## config.mk

```make
export PLATFORM = sky130hd
export DESIGN_NAME = mdu_seq
export DESIGN_NICKNAME = d
export VERILOG_FILES = /design/src/rtl/mdu_seq.sv
export SDC_FILE = /design/constraint.sdc
export NUM_CORES = 1
export LEC_CHECK = 0
export ABC_CLOCK_PERIOD_IN_PS = 7350
export CAP_MARGIN = 40
export CORE_MARGIN = 2
export CORE_UTILIZATION = 35
export CTS_BUF_LIST = sky130_fd_sc_hd__clkbuf_8
export CTS_CLUSTER_DIAMETER = 150
export DETAILED_ROUTE_END_ITERATION = 7
export SYNTH_ARGS = -nofsm -noshare
export SYNTH_HDL_FRONTEND = slang
export SYNTH_SLANG_ARGS = --single-unit
```

## constraint.sdc

```tcl
create_clock -name clk -period 7.35 [get_ports clk]
set_input_delay 1.1025 -clock clk [delete_from_list [all_inputs] [get_ports clk]]
set_output_delay 1.1025 -clock clk [all_outputs]
set_load 0.05 [all_outputs]
```

## src/rtl/mdu_seq.sv

```systemverilog
// mdu_seq: sequential multiply/divide unit with its own HI/LO pair.
// Decodes the R-type funct field for mult, multu, div, divu, mthi and mtlo.
// Multiply and divide are radix-2 iterative, with a start/busy/done handshake.
//
// Ports:
//   clk      rising-edge clock
//   rst_n    asynchronous active-low reset
//   start    request strobe, sampled on a rising clk edge
//   funct    R-type funct field, sampled with start
//   a        rs operand: multiplicand, dividend, or mthi/mtlo source
//   b        rt operand: multiplier or divisor
//   busy     high while an operation is in flight; start is ignored while high
//   done     one-cycle pulse when hi/lo hold a new result
//   div0     high together with done when a div/divu had b == 0
//   illegal  one-cycle pulse after a start with an unsupported funct
//   hi, lo   HI and LO registers
module mdu_seq #(
    parameter int WIDTH = 32,
    parameter int CNT_W = $clog2(WIDTH) + 1
) (
    input  logic             clk,
    input  logic             rst_n,
    input  logic             start,
    input  logic [5:0]       funct,
    input  logic [WIDTH-1:0] a,
    input  logic [WIDTH-1:0] b,
    output logic             busy,
    output logic             done,
    output logic             div0,
    output logic             illegal,
    output logic [WIDTH-1:0] hi,
    output logic [WIDTH-1:0] lo
);

    localparam logic [5:0] F_MULT  = 6'b011000;
    localparam logic [5:0] F_MULTU = 6'b011001;
    localparam logic [5:0] F_DIV   = 6'b011010;
    localparam logic [5:0] F_DIVU  = 6'b011011;
    localparam logic [5:0] F_MTHI  = 6'b010001;
    localparam logic [5:0] F_MTLO  = 6'b010011;

    typedef enum logic [1:0] {IDLE, PREP, RUN, FIX} state_t;

    state_t             state;
    logic [CNT_W-1:0]   cnt;
    logic [WIDTH-1:0]   a_raw;
    logic [WIDTH-1:0]   b_raw;
    logic [WIDTH-1:0]   mcand;     // multiplicand or divisor magnitude
    logic [2*WIDTH-1:0] acc;
    logic               is_div;
    logic               is_signed;
    logic               res_neg;
    logic               rem_neg;

    logic [WIDTH-1:0]   a_mag;
    logic [WIDTH-1:0]   b_mag;
    logic [WIDTH:0]     add_sum;
    logic [WIDTH:0]     trial;
    logic [2*WIDTH-1:0] acc_next;
    logic [2*WIDTH-1:0] prod_fix;
    logic [WIDTH-1:0]   quo_fix;
    logic [WIDTH-1:0]   rem_fix;

    always_comb begin
        a_mag = (is_signed && a_raw[WIDTH-1]) ? -a_raw : a_raw;
        b_mag = (is_signed && b_raw[WIDTH-1]) ? -b_raw : b_raw;

        // multiply: add multiplicand into the upper half when the LSB is set, then shift right
        add_sum = {1'b0, acc[2*WIDTH-1:WIDTH]} + (acc[0] ? {1'b0, mcand} : '0);
        // divide: shifted partial remainder minus divisor; borrow means restore
        trial   = acc[2*WIDTH-1:WIDTH-1] - {1'b0, mcand};

        if (is_div) begin
            if (trial[WIDTH])
                acc_next = {acc[2*WIDTH-2:0], 1'b0};
            else
                acc_next = {trial[WIDTH-1:0], acc[WIDTH-2:0], 1'b1};
        end else begin
            acc_next = {add_sum, acc[WIDTH-1:1]};
        end

        prod_fix = res_neg ? -acc_next : acc_next;
        quo_fix  = res_neg ? -acc_next[WIDTH-1:0] : acc_next[WIDTH-1:0];
        rem_fix  = rem_neg ? -acc_next[2*WIDTH-1:WIDTH] : acc_next[2*WIDTH-1:WIDTH];
    end

    always_ff @(posedge clk or negedge rst_n) begin
        if (!rst_n) begin
            state     <= IDLE;
            cnt       <= '0;
            a_raw     <= '0;
            b_raw     <= '0;
            mcand     <= '0;
            acc       <= '0;
            is_div    <= 1'b0;
            is_signed <= 1'b0;
            res_neg   <= 1'b0;
            rem_neg   <= 1'b0;
            busy      <= 1'b0;
            done      <= 1'b0;
            div0      <= 1'b0;
            illegal   <= 1'b0;
            hi        <= '0;
            lo        <= '0;
        end else begin
            done    <= 1'b0;
            div0    <= 1'b0;
            illegal <= 1'b0;
            case (state)
                IDLE: begin
                    if (start) begin
                        case (funct)
                            F_MULT, F_MULTU, F_DIV, F_DIVU: begin
                                a_raw     <= a;
                                b_raw     <= b;
                                is_div    <= funct[1];
                                is_signed <= ~funct[0];
                                busy      <= 1'b1;
                                state     <= PREP;
                            end
                            F_MTHI: begin
                                hi   <= a;
                                done <= 1'b1;
                            end
                            F_MTLO: begin
                                lo   <= a;
                                done <= 1'b1;
                            end
                            default: illegal <= 1'b1;
                        endcase
                    end
                end
                PREP: begin
                    if (is_div) begin
                        acc   <= {{WIDTH{1'b0}}, a_mag};
                        mcand <= b_mag;
                    end else begin
                        acc   <= {{WIDTH{1'b0}}, b_mag};
                        mcand <= a_mag;
                    end
                    res_neg <= is_signed & (a_raw[WIDTH-1] ^ b_raw[WIDTH-1]);
                    rem_neg <= is_signed & a_raw[WIDTH-1];
                    cnt     <= CNT_W'(WIDTH);
                    state   <= RUN;
                end
                RUN: begin
                    acc <= acc_next;
                    cnt <= cnt - 1'b1;
                    // RUN covers WIDTH-1 iterations; FIX performs the last one
                    // together with sign correction to meet the WIDTH+2 latency.
                    if (cnt == CNT_W'(2))
                        state <= FIX;
                end
                FIX: begin
                    if (is_div) begin
                        if (b_raw == '0) begin
                            hi   <= a_raw;
                            lo   <= '1;
                            div0 <= 1'b1;
                        end else begin
                            hi <= rem_fix;
                            lo <= quo_fix;
                        end
                    end else begin
                        hi <= prod_fix[2*WIDTH-1:WIDTH];
                        lo <= prod_fix[WIDTH-1:0];
                    end
                    acc   <= acc_next;
                    cnt   <= '0;
                    busy  <= 1'b0;
                    done  <= 1'b1;
                    state <= IDLE;
                end
                default: state <= IDLE;
            endcase
        end
    end

endmodule
```

==> results.md <==
- # fillers: approximately 5900
- Total gr overflow: 0
- Post-synth top area share: 30.1%
- Synth Register Bits: 240
- Cts repair resizes: 0
- Ports: 141
- Worst-path maximum fanout: 13
- Fin crit share: 83.5%
- Synth warn: 0
- Library cells used by synthesis: 99
- Number of enable flip-flop cells after synthesis: 0
- Critical path class: flip-flop to flip-flop
- H-Tree Depth: 2
- Setup tns final: 0 ps
- Area of the multi-input gates: 13100 sq um
- CTS tree: yes
- Relative slew slack: 32.8%
- Routed via count: 20465
- Minimum clock period: 6140 ps
- Worst EP required: 7890 ps
- R2r startpoint: acc[31]$_DFFE_PN0N_
- Number of clock sinks: 240
- Final Max Slew Viols: 0
- Area Overhead vs Synth: 16.7%
- Die width: 243 um
- Clk_lat worst skew: around 650 ps
- Worst EP arrival: 6680 ps
- Crit. End Element: flip-flop
- CTS Buf Count: 46
- Synth top area cells: dfrtp_1 (30%), nand2_1 (5.6%), o21ai_0 (5.1%)
- Initial antenna violation count: 1
- DPL Wire Length: 66300 um
- Mapped cell area: 20000 sq um
- RSZ-0062 raised after global routing: no
- Cells after synthesis: 2465
- Row count: 87
- Routed vias/inst: 6.11
- Final wirelength: 85400 um
- Clock Tree Buf Depth: 3
- MaxCap Viol Count: 0
- Critical Path Max Stage Delay: 610 ps
- Highest-count cells in the layout ignoring fill and taps: nand2_1 (300), dfrtp_1 (238), o21ai_0 (204)
- Fin. Hold Viols: 0
- Drt first pass iters: 6
- Area of all sequential standard cells: 6010 sq um
- DR DRC count: 0
- CP top delay family: simple AND/OR/NAND/NOR gates
- Fraction of layout cells with a size suffix above 1: 10.3%
- Wirelength per Cell: 25.5 um
- FFs w/ async S/R, synth: 100%
- # Post-CTS Setup Buffers: 0
- Nets: about 2700
- CTS Hold Bufs: 0
- Die area: 59000 sq um
- Sequential-to-total area share from yosys stat: 30.1%
- Overall global routing resource usage: between 20 and 30%
- Commonest non-fill, non-tap cell in the layout: nand2_1
- DRT antenna net count: 0
- Initial Util: 35.4%
- Core Region: about 56000 sq um
- 1st-iter DRT viols: roughly 2400
- Status: complete, no violations
- CP max stage cell: or3_1
- Avg Synthesized Cell Area: 8.11 sq um
- Setup crit start: acc[31]$_DFFE_PN0N_
- Buffers on Ports: 140
- Root buf cell: clkbuf_8
- Worst-Margin Slew: 1000 ps
- Final-report setup violation count: 0
- Global-route wire length before repair: 127000 um
- Synth Net Count: ~2600
- Worst min path class: input pin to async pin
- Setup crit start kind: flip-flop
- Cell accounting for the most synthesized area: dfrtp_1
- Largest net degree at the start of global routing: approximately 150
- Fmax: between 150 and 200 MHz
- Flop-to-flop setup slack: 1210 ps
- Critical path cell sequence: inv_1 -> ha_1 -> inv_1 -> fa_1 -> a211oi_2 -> o211ai_1 -> and4_4 -> o311a_4 -> nor3_2 -> nor3_2 -> a21oi_1 -> ha_1 -> nand2_1 -> or2_2 -> or3_1 -> nand2b_1 -> or2_2 -> or3_1 -> o41ai_2 -> mux2i_1 -> a21oi_1 -> a211o_1
- Clk pin slew, worst setup/hold paths: 70 ps
- Die Ht: 243 um
- Setup Skew: 40.6 ps
- Bufs and invs on worst path: 2
- Ys flop type: dfrtp_1
- GPL Wtd Cong: 1.02
- Number of global-route vias before repair: 19452
==> state kept, by name, summed over array words and instances (netlist names) <==
register / cells
busy: 1
res_neg: 1
done: 1
lo: 32
illegal: 1
div0: 1
mcand: 32
hi: 32
is_div: 1
b_raw: 32
state: 2
is_signed: 1
acc: 64
cnt: 6
rem_neg: 1
a_raw: 32
==> cell families (layout without fill, tap and decap cells) <==
group	after synthesis	after routing	synth area share, %
muxes	123	123	6.60
DFF	240	240	30.1
other	0	2	0
xor gates and xnor gates	176	176	7.71
buffers and inverters	225	350	4.42
and+or+nand+nor	843	843	20.4
AOI/OAI and AO/OA	781	781	25.9
adders and majority gates	77	77	4.90
==> cell usage after synthesis, drive strengths merged, types with 48 or more instances <==
master	instances
mux2	67
xor2	80
nand2	301
a31oi	56
a21oi	173
and2	48
xnor2	96
o21ai	220
ha	75
nor3	62
clkbuf	111
mux2i	56
inv	70
nor2	199
dfrtp	240
==> worst paths after layout <==
path,cells after the start,endpoint
max,22,hi[26]$_DFFE_PN0P_
min,1,acc[42]$_DFFE_PN0N_
max reg2reg,22,hi[26]$_DFFE_PN0P_
min reg2reg,2,lo[19]$_DFFE_PN0P_
max in group asynchronous,2,is_div$_DFFE_PN0P_
min in group clk,2,lo[19]$_DFFE_PN0P_
==> area by class of cell <==
cell class / instances / share of cell area [%]
Sequential cell: 240 / 25.8
Antenna cell: 2 / 0.0215
Clock inverter: 21 / 0.955
Timing Repair Buffer: 194 / 8.07
Inverter: 73 / 1.17
Clock buffer: 62 / 3.66
Multi-Input combinational cell: 2000 / 56.3
Tap cell: 756 / 4.06
==> metal layers <==
layer | part of all wire [%] | vias up | global-route usage (%) | routed length, um
met3 | 8.2 | 196 | 5.12 | 7020
met4 | 5.2 | 2 | 12.8 | 4480
met5 | 0.015 | - | 0 | 13
met1 | 43 | 10043 | 38.7 | 36600
li1 | - | 9205 | - | -
met2 | 44 | 1019 | 43.0 | 37300
==> stage by stage <==
| step | cells | hold slack [ps] | utilization (%) | setup slack [ps] | area (sq um) |
|---|---|---|---|---|---|
| after floorplan | 2465 | 474 | - | 1860 | 20000 |
| after global placement | 3251 | 463 | 39.2 | 1380 | 22100 |
| after detailed placement | 3263 | 472 | 39.5 | 1330 | 22200 |
| after CTS | 3346 | 487 | 41.4 | 1310 | 23300 |
| after global routing | 3346 | 500 | 41.4 | 765 | 23300 |
| final | 3348 | 467 | 41.4 | 1210 | 23300 |
Power is left out: the tool's default activity adds up to more than one toggle a clock period on the data nets, which glitch-free logic cannot reach.
